[config.mk]
export PLATFORM = sky130hd
export DESIGN_NAME = imu_sample_assembler
export DESIGN_NICKNAME = d
export VERILOG_FILES = /design/src/rtl/imu_pkg.sv /design/src/rtl/sat_sub16.sv /design/src/rtl/imu_sample_assembler.sv
export SDC_FILE = /design/constraint.sdc
export NUM_CORES = 1
export LEC_CHECK = 0
export BUFFER_PORTS_ARGS = -buffer_cell sky130_fd_sc_hd__buf_2
export CORE_MARGIN = 8
export CORE_UTILIZATION = 45
export DETAILED_ROUTE_END_ITERATION = 8
export GPL_TIMING_DRIVEN = 0
export PLACE_DENSITY_LB_ADDON = 0.08
export SYNTH_ARGS = -nofsm -noshare
export SYNTH_HDL_FRONTEND = slang
export SYNTH_SLANG_ARGS = --single-unit
[constraint.sdc]
create_clock -name clk -period 1.4 [get_ports clk]
set_input_delay 0.35 -clock clk [delete_from_list [all_inputs] [get_ports clk]]
set_output_delay 0.35 -clock clk [all_outputs]
set_load 0.03 [all_outputs]
[src/rtl/imu_pkg.sv]
// rtl/imu_pkg.sv - shared byte map, defaults and state type for the IMU sample assembler
package imu_pkg;

   localparam int BYTE_AXH = 0;
   localparam int BYTE_AXL = 1;
   localparam int BYTE_AYH = 2;
   localparam int BYTE_AYL = 3;
   localparam int BYTE_AZH = 4;
   localparam int BYTE_AZL = 5;
   localparam int BYTE_TH  = 6;
   localparam int BYTE_TL  = 7;

   localparam int Z_ONE_G_DEFAULT = 16384;

   typedef enum logic {
      CAL,
      RUN
   } cal_state_t;

   // Clamp a widened average into the 16-bit bias range (a Z bias can exceed it).
   function automatic logic signed [15:0] sat16(input logic signed [23:0] v);
      if (v > 24'sd32767) begin
         return 16'sh7FFF;
      end else if (v < -24'sd32768) begin
         return 16'sh8000;
      end else begin
         return v[15:0];
      end
   endfunction

endpackage

[src/rtl/sat_sub16.sv]
// rtl/sat_sub16.sv - signed 16-bit a - b with 17-bit intermediate, clamped to [-32768, 32767]
module sat_sub16 (
   input  logic signed [15:0] a,
   input  logic signed [15:0] b,
   output logic signed [15:0] y
);

   logic [16:0] diff;

   assign diff = {a[15], a} - {b[15], b};

   // Overflow shows up as disagreement between the two top bits of the 17-bit result.
   always_comb begin
      y = diff[15:0];
      if (diff[16] != diff[15]) begin
         y = diff[16] ? 16'sh8000 : 16'sh7FFF;
      end
   end

endmodule

[src/rtl/imu_sample_assembler.sv]
// rtl/imu_sample_assembler.sv - turns I2C read frames into accel/temp samples
// Bias calibration (CAL/RUN) is present only when IMU_BIAS_CAL_EN is defined.
module imu_sample_assembler
   import imu_pkg::*;
#(
   parameter int CAL_SHIFT = 4,
   parameter int Z_ONE_G   = Z_ONE_G_DEFAULT
) (
   input  logic                  clk,
   input  logic                  rst,
   input  logic                  end_flag,
   input  logic [7:0][7:0]       received_data,
   input  logic                  recal,
   output logic signed [15:0]    accel_x,
   output logic signed [15:0]    accel_y,
   output logic signed [15:0]    accel_z,
   output logic signed [15:0]    temp_raw,
   output logic                  sample_valid,
   output logic                  cal_done
);

   logic                end_q;
   logic                rise;
   logic                drop;
   logic                raw_valid;
   logic signed [15:0]  raw_x, raw_y, raw_z, raw_t;
   logic signed [15:0]  sub_b_x, sub_b_y, sub_b_z;
   logic signed [15:0]  corr_x, corr_y, corr_z;

   assign rise = end_flag & ~end_q;

   // History resets high so a read-complete level already present is not taken as a frame.
   always_ff @(posedge clk) begin
      if (rst) begin
         end_q     <= 1'b1;
         raw_valid <= 1'b0;
         raw_x     <= '0;
         raw_y     <= '0;
         raw_z     <= '0;
         raw_t     <= '0;
      end else begin
         end_q     <= end_flag;
         raw_valid <= rise & ~drop;
         if (rise) begin
            raw_x <= {received_data[BYTE_AXH], received_data[BYTE_AXL]};
            raw_y <= {received_data[BYTE_AYH], received_data[BYTE_AYL]};
            raw_z <= {received_data[BYTE_AZH], received_data[BYTE_AZL]};
            raw_t <= {received_data[BYTE_TH],  received_data[BYTE_TL]};
         end
      end
   end

   sat_sub16 u_sub_x (.a(raw_x), .b(sub_b_x), .y(corr_x));
   sat_sub16 u_sub_y (.a(raw_y), .b(sub_b_y), .y(corr_y));
   sat_sub16 u_sub_z (.a(raw_z), .b(sub_b_z), .y(corr_z));

`ifdef IMU_BIAS_CAL_EN

   localparam int ACC_W = 16 + CAL_SHIFT + 1;
   localparam int CNT_W = CAL_SHIFT + 1;
   localparam logic [CNT_W-1:0] LAST_FRAME = CNT_W'((1 << CAL_SHIFT) - 1);

   cal_state_t                 state;
   logic [CNT_W-1:0]           frame_cnt;
   logic signed [ACC_W-1:0]    acc_x, acc_y, acc_z;
   logic signed [ACC_W-1:0]    sum_x, sum_y, sum_z;
   logic signed [ACC_W-1:0]    avg_x, avg_y, avg_z;
   logic signed [16:0]         z_off;
   logic signed [15:0]         bias_x, bias_y, bias_z;

   assign drop  = recal;
   assign z_off = {raw_z[15], raw_z} - 17'(Z_ONE_G);
   assign sum_x = acc_x + {{(ACC_W-16){raw_x[15]}}, raw_x};
   assign sum_y = acc_y + {{(ACC_W-16){raw_y[15]}}, raw_y};
   assign sum_z = acc_z + {{(ACC_W-17){z_off[16]}}, z_off};
   assign avg_x = sum_x >>> CAL_SHIFT;
   assign avg_y = sum_y >>> CAL_SHIFT;
   assign avg_z = sum_z >>> CAL_SHIFT;

   assign sub_b_x = bias_x;
   assign sub_b_y = bias_y;
   assign sub_b_z = bias_z;

   always_ff @(posedge clk) begin
      if (rst) begin
         state        <= CAL;
         frame_cnt    <= '0;
         acc_x        <= '0;
         acc_y        <= '0;
         acc_z        <= '0;
         bias_x       <= '0;
         bias_y       <= '0;
         bias_z       <= '0;
         cal_done     <= 1'b0;
         sample_valid <= 1'b0;
         accel_x      <= '0;
         accel_y      <= '0;
         accel_z      <= '0;
         temp_raw     <= '0;
      end else begin
         sample_valid <= 1'b0;
         // recal also discards a frame already waiting in stage 2
         if (recal) begin
            state     <= CAL;
            frame_cnt <= '0;
            acc_x     <= '0;
            acc_y     <= '0;
            acc_z     <= '0;
            cal_done  <= 1'b0;
         end else if (raw_valid) begin
            case (state)
               CAL: begin
                  acc_x     <= sum_x;
                  acc_y     <= sum_y;
                  acc_z     <= sum_z;
                  frame_cnt <= frame_cnt + CNT_W'(1);
                  if (frame_cnt == LAST_FRAME) begin
                     bias_x   <= sat16({{(24-ACC_W){avg_x[ACC_W-1]}}, avg_x});
                     bias_y   <= sat16({{(24-ACC_W){avg_y[ACC_W-1]}}, avg_y});
                     bias_z   <= sat16({{(24-ACC_W){avg_z[ACC_W-1]}}, avg_z});
                     cal_done <= 1'b1;
                     state    <= RUN;
                  end
               end
               RUN: begin
                  accel_x      <= corr_x;
                  accel_y      <= corr_y;
                  accel_z      <= corr_z;
                  temp_raw     <= raw_t;
                  sample_valid <= 1'b1;
               end
               default: state <= CAL;
            endcase
         end
      end
   end

`else

   localparam int cfg_unused = CAL_SHIFT + Z_ONE_G;
   logic recal_unused;

   assign recal_unused = recal;
   assign drop         = 1'b0;
   assign sub_b_x      = '0;
   assign sub_b_y      = '0;
   assign sub_b_z      = '0;
   assign cal_done     = 1'b1;

   always_ff @(posedge clk) begin
      if (rst) begin
         sample_valid <= 1'b0;
         accel_x      <= '0;
         accel_y      <= '0;
         accel_z      <= '0;
         temp_raw     <= '0;
      end else begin
         sample_valid <= raw_valid;
         if (raw_valid) begin
            accel_x  <= corr_x;
            accel_y  <= corr_y;
            accel_z  <= corr_z;
            temp_raw <= raw_t;
         end
      end
   end

`endif

endmodule

Yosys cells after proc, flatten, opt, wreduce, memory -nomap -nowiden. Cells that the tools add are included.

Bitwise operators: 2.

Operators by type and width (number): 1-bit AND (1); 1-bit NOT (1).

Input port bits: 68. Flip-flop bits (word level): 131.

Depth between registers and ports, before layout.
Depth after elaboration: 2. Mapped depth: 4. Mapped depth without buffers: 2.

By module. From an unflattened synthesis, not the netlist that was laid out.

Cells, all modules: 921. Area total of the unflattened synthesis: 8403.1 sq um.

Modules (own cells, without submodules): imu_sample_assembler (cells an instance 507, seq. area each 2622.5 sq um, area an instance 5280.1 sq um, times used 1); sat_sub16 at u_sub_x ... (cells an instance 138, seq. area each 0.0 sq um, area an instance 1047.3 sq um, times used 2); sat_sub16 at u_sub_z (cells an instance 138, seq. area each 0.0 sq um, area an instance 1028.5 sq um, times used 1).

Worst setup path before layout. No wires, ideal clock.

Kind: flip-flop to flip-flop. From: register raw_valid. To: register accel_x[0]. Stages on the path, launching flop included: 5. Setup slack: 0.406 ns. Data arrival time: 0.880 ns. Period minus slack after synthesis: 0.994 ns. Library setup time: 0.115 ns. Buffers on the path: 2. Cells stage by stage: dfxtp_1 buf_4 buf_6 mux2i_1 nor2_1.

RTL lines: from (decl) (RTL line imu_sample_assembler.sv:25) `logic raw_valid;`; from (signal assigned) (RTL line imu_sample_assembler.sv:43) `raw_valid <= rise & ~drop;`; to (signal assigned) (RTL line imu_sample_assembler.sv:160) `accel_x <= corr_x;`; to (decl) (RTL line imu_sample_assembler.sv:14) `output logic signed [15:0] accel_x,`.

Worst setup path after layout.
From: register accel_z[11]. To: output accel_z[11].

RTL lines: from (decl) (RTL line imu_sample_assembler.sv:16) `output logic signed [15:0] accel_z,`; from (signal assigned) (RTL line imu_sample_assembler.sv:162) `accel_z <= corr_z;`.

No word-level cell between the ends.

==> summary by stage <==
Drt
The average routed wire per standard cell is ~17 um. The total number of vias is between 4000 and 5000. The count of nets left with antenna violations once routing finished came out at 0. The number of optimization iterations in the first detailed-route pass is 4. In this run, the number of DRC markers left after iteration 0 of detailed routing was 294.

The via density per instance is slightly above 5. Wires add up to between 10 and 15 mm. The DRC violation count after routing is 0.

Critical path
The largest stage delay on the critical path is 0.36 ns. The number of cells on the critical path is 1. Among cell families on the critical path, the largest total delay comes from flip-flops. The critical path in this run is classified as flop to output port. The setup check on the worst reg-to-reg path leaves a slack of 0.12 ns. The signal on the critical path passes through buf_2. The worst flop-to-flop path endpoint is raw_z[9]$_SDFFE_PP0P_.

STA puts the critical path data arrival time at between 0.9 and 1 ns. The slowest stage cell on the critical path is sky130_fd_sc_hd__dfxtp_1. The most critical setup path has its endpoint at accel_z[11]. The cell count of the worst reg-to-reg path is 4. The startpoint of the worst register-to-register path is end_q$_SDFF_PP1_.

Along the worst path, the maximum fanout reaches 2. STA classifies the critical path startpoint as a flop. The sort of element at the end of the critical path is an output port. The beginning of the critical path is accel_z[11]$_SDFFE_PP0P_. The required time at the worst-slack endpoint is roughly 1.1 ns.

The critical path buffer and inverter count is 1.

Placement
After legalization and detailed placement, the total HPWL measured roughly 9.5 mm. At the placement stage, the worst setup path has a slack of 0.08592 ns. The number of port buffers is 130.

Routability-driven placement finished with a final weighted congestion of around 0.73.

Cells and area
The most frequent standard cell in the layout excluding fill and tap cells is sky130_fd_sc_hd__buf_2. The final layout net count is slightly above 700. The library cells used most frequently in the layout, excluding fill and tap cells, are 145 x sky130_fd_sc_hd__buf_2, 131 x sky130_fd_sc_hd__dfxtp_1. The ratio of cells with drive above 1 in the final layout is slightly below 30%. The antenna diode count is 0. The area growth from synthesis to layout is 26.52%.

Floorplan
The total area inside the core boundary comes to between 0.01 and 0.015 mm^2. Measured along the x axis, the die boundary spans between 100 and 150 um. The die covers 0.01550 mm^2. During I/O placement, the number of pins put on the boundary was about 130. The die boundary height is approximately 120 um. Once the floorplan was initialized, standard cells occupied 46.21% of the core. The row count is 39.

Synthesis
The share of the yosys chip area belonging to registers is about half. The distinct cell type count of the synthesized netlist is 15. The combined area of all synthesized cells is approximately 0.0053 mm^2. Synthesis inferred around 130 register bits. When the netlist entered floorplanning its net count stood at roughly 570. The Yosys step of the flow raised 0 warnings. Averaged over all synthesized cells, the footprint is 10.47 um^2.

The post-synthesis instance total is around 500.

GRT
The final global-route overflow total is 0. The number of antenna violations at the first check in global routing is 0. The wire length of the first global-routing pass is ~22 mm. The number of global-route vias before repair was 4251. The largest net degree at the start of global routing is 17. The total global routing track utilization is between 10% and 20%.

Timing
In the post-route analysis, the smallest setup slack over all paths is 0.06597 ns. The number of max-slew violations in the final report was 0. Setup repair after global routing left no endpoint under its margin. The final period utilization is between 90 and 100%. The worst hold slack across all endpoints is 0.2081 ns.

The number of hold-slack violations in the final timing report is 0. For the final routed database, the setup TNS stands at 0 ns. The final count of negative-setup-slack endpoints is 0. The shortest clock period the worst path allows after layout is between 1 and 1.5 ns. On the final layout, the worst clock skew is ~0.0094 ns.

Based on the critical path, the design can be clocked at up to 749.6 MHz.

Clock network
The insertion delay of the later-clocked pin in the worst-skew pair is slightly above 0.4 ns. TritonCTS built the clock tree. The buffer type at the clock tree root is sky130_fd_sc_hd__clkbuf_16.

The clock passes through at most 2 buffers. After clock tree synthesis, the clock-pin slew on the worst setup and hold paths is 0.06 ns. The total of hold buffers inserted after clock tree synthesis is 0.

The clock buffer count from CTS is 17. The clock net in this run drives a total of ~130 sinks. The H-tree was split into 4 levels.

Power
The clock network accounts for 49.0% of the total power. In this run the power density over the cells is around 1300 mW/mm^2. Summed over all nets, the switching power comes to 1.823 mW. The leakage component of the power is 2.729 nW. The share of power burned in combinational logic is under 10%. In this run switching power makes up 21.09% of total power.

The maximum vdd drop is around 0.78 mV. The cell-internal power is 6.825 mW. Per report_power, the sequential group accounts for between 40% and 50% of the total.

Min path
The path class of the tightest hold or removal check is input port to flop. The startpoint of the most critical hold path is received_data[18].

Status
The flow ran to the end, and the final reports show no timing, DRC or antenna violations.

Flow run
Across the run, the number of max-cap violations was 0.
## registers in the layout, summed over array words and instances, names as in the netlist
name	cells
sample_valid	1
temp_raw	16
raw_z	16
accel_x	16
raw_x	16
raw_t	16
raw_y	16
accel_z	16
raw_valid	1
accel_y	16
end_q	1
## worst min path at each step
stage,endpoint,slack [ns],cells past startpoint
global placement,raw_y[0]$_SDFFE_PP0P_,0.45,2
floorplan,raw_x[3]$_SDFFE_PP0P_,0.44,2
global route,raw_t[15]$_SDFFE_PP0P_,0.21,3
detailed placement,raw_y[9]$_SDFFE_PP0P_,0.46,2
finish,raw_y[10]$_SDFFE_PP0P_,0.21,3
CTS,raw_y[8]$_SDFFE_PP0P_,0.19,3
## per-stage QoR
stage / area, um^2 / total power, mW / instances / utilization (%)
after floorplan: 5299 / 4.273 / 506 / -
after global placement: 6128 / 4.481 / 779 / 53.44
after detailed placement: 6128 / 4.491 / 779 / 53.44
after CTS: 6703 / 8.739 / 809 / 58.45
after global routing: 6704 / 8.942 / 809 / 58.46
final: 6704 / 8.648 / 809 / 58.46
## Yosys cell counts
cell / count / area share [%]
sky130_fd_sc_hd__buf_2: 15 / 1.4
sky130_fd_sc_hd__buf_4: 11 / 1.6
sky130_fd_sc_hd__buf_6: 10 / 2.1
sky130_fd_sc_hd__clkbuf_1: 12 / 0.85
sky130_fd_sc_hd__clkbuf_2: 2 / 0.19
sky130_fd_sc_hd__conb_1: 1 / 0.071
sky130_fd_sc_hd__dfxtp_1: 131 / 49
sky130_fd_sc_hd__mux2i_1: 64 / 12
sky130_fd_sc_hd__nand2b_1: 64 / 7.6
sky130_fd_sc_hd__nand4bb_1: 64 / 14
sky130_fd_sc_hd__nor2_1: 64 / 4.5
sky130_fd_sc_hd__nor2b_1: 3 / 0.35
sky130_fd_sc_hd__o21ai_0: 7 / 0.66
sky130_fd_sc_hd__o21ai_1: 57 / 5.4
sky130_fd_sc_hd__or2_1: 1 / 0.12
## routing by layer
layer / global-route usage, % / part of all wire [%]
met4: 6.378 / 1.3
met5: 0 / 0
met3: 5.532 / 5.3
met1: 22.31 / 47
met2: 26.70 / 46
## what timing repair did
| item | in CTS | in global routing |
|---|---|---|
| endpoints found under the setup margin | 0 | 2 |
| buffers inserted | 0 | 0 |
| gates resized for setup | 0 | 2 |
## layout make-up
class | instances | area (um^2)
tap | 143 | 178.9
clock buffer | 26 | 529.3
buffer | 50 | 326.6
clock inverter | 4 | 45.04
fill | 1030 | 4763
sequential | 131 | 2623
timing repair buffer | 130 | 650.6
multi-input combinational | 325 | 2351
## power groups by stage
| stage | combinational, mW | clock (mW) | sequential, mW |
|---|---|---|---|
| 3_3_place_gp | 0.559 | 0 | 3.92 |
| 5_1_grt | 0.613 | 4.48 | 3.85 |
| 6_report | 0.565 | 4.24 | 3.85 |
| 4_1_cts | 0.569 | 4.32 | 3.85 |
| 2_1_floorplan | 0.344 | 0 | 3.93 |
| 3_5_place_dp | 0.567 | 0 | 3.92 |
## kinds of logic (layout without fill, tap and decap cells)
group | Yosys count | count (layout) | synth area share (%)
AO/OA/AOI/OAI | 64 | 64 | 6.045
other | 1 | 1 | 0.07077
multiplexers | 64 | 64 | 12.09
buffers and inverters | 50 | 210 | 6.139
flip-flops | 131 | 131 | 49.49
AND/OR/NAND/NOR | 196 | 196 | 26.16
(Power assumes the default switching activity.)
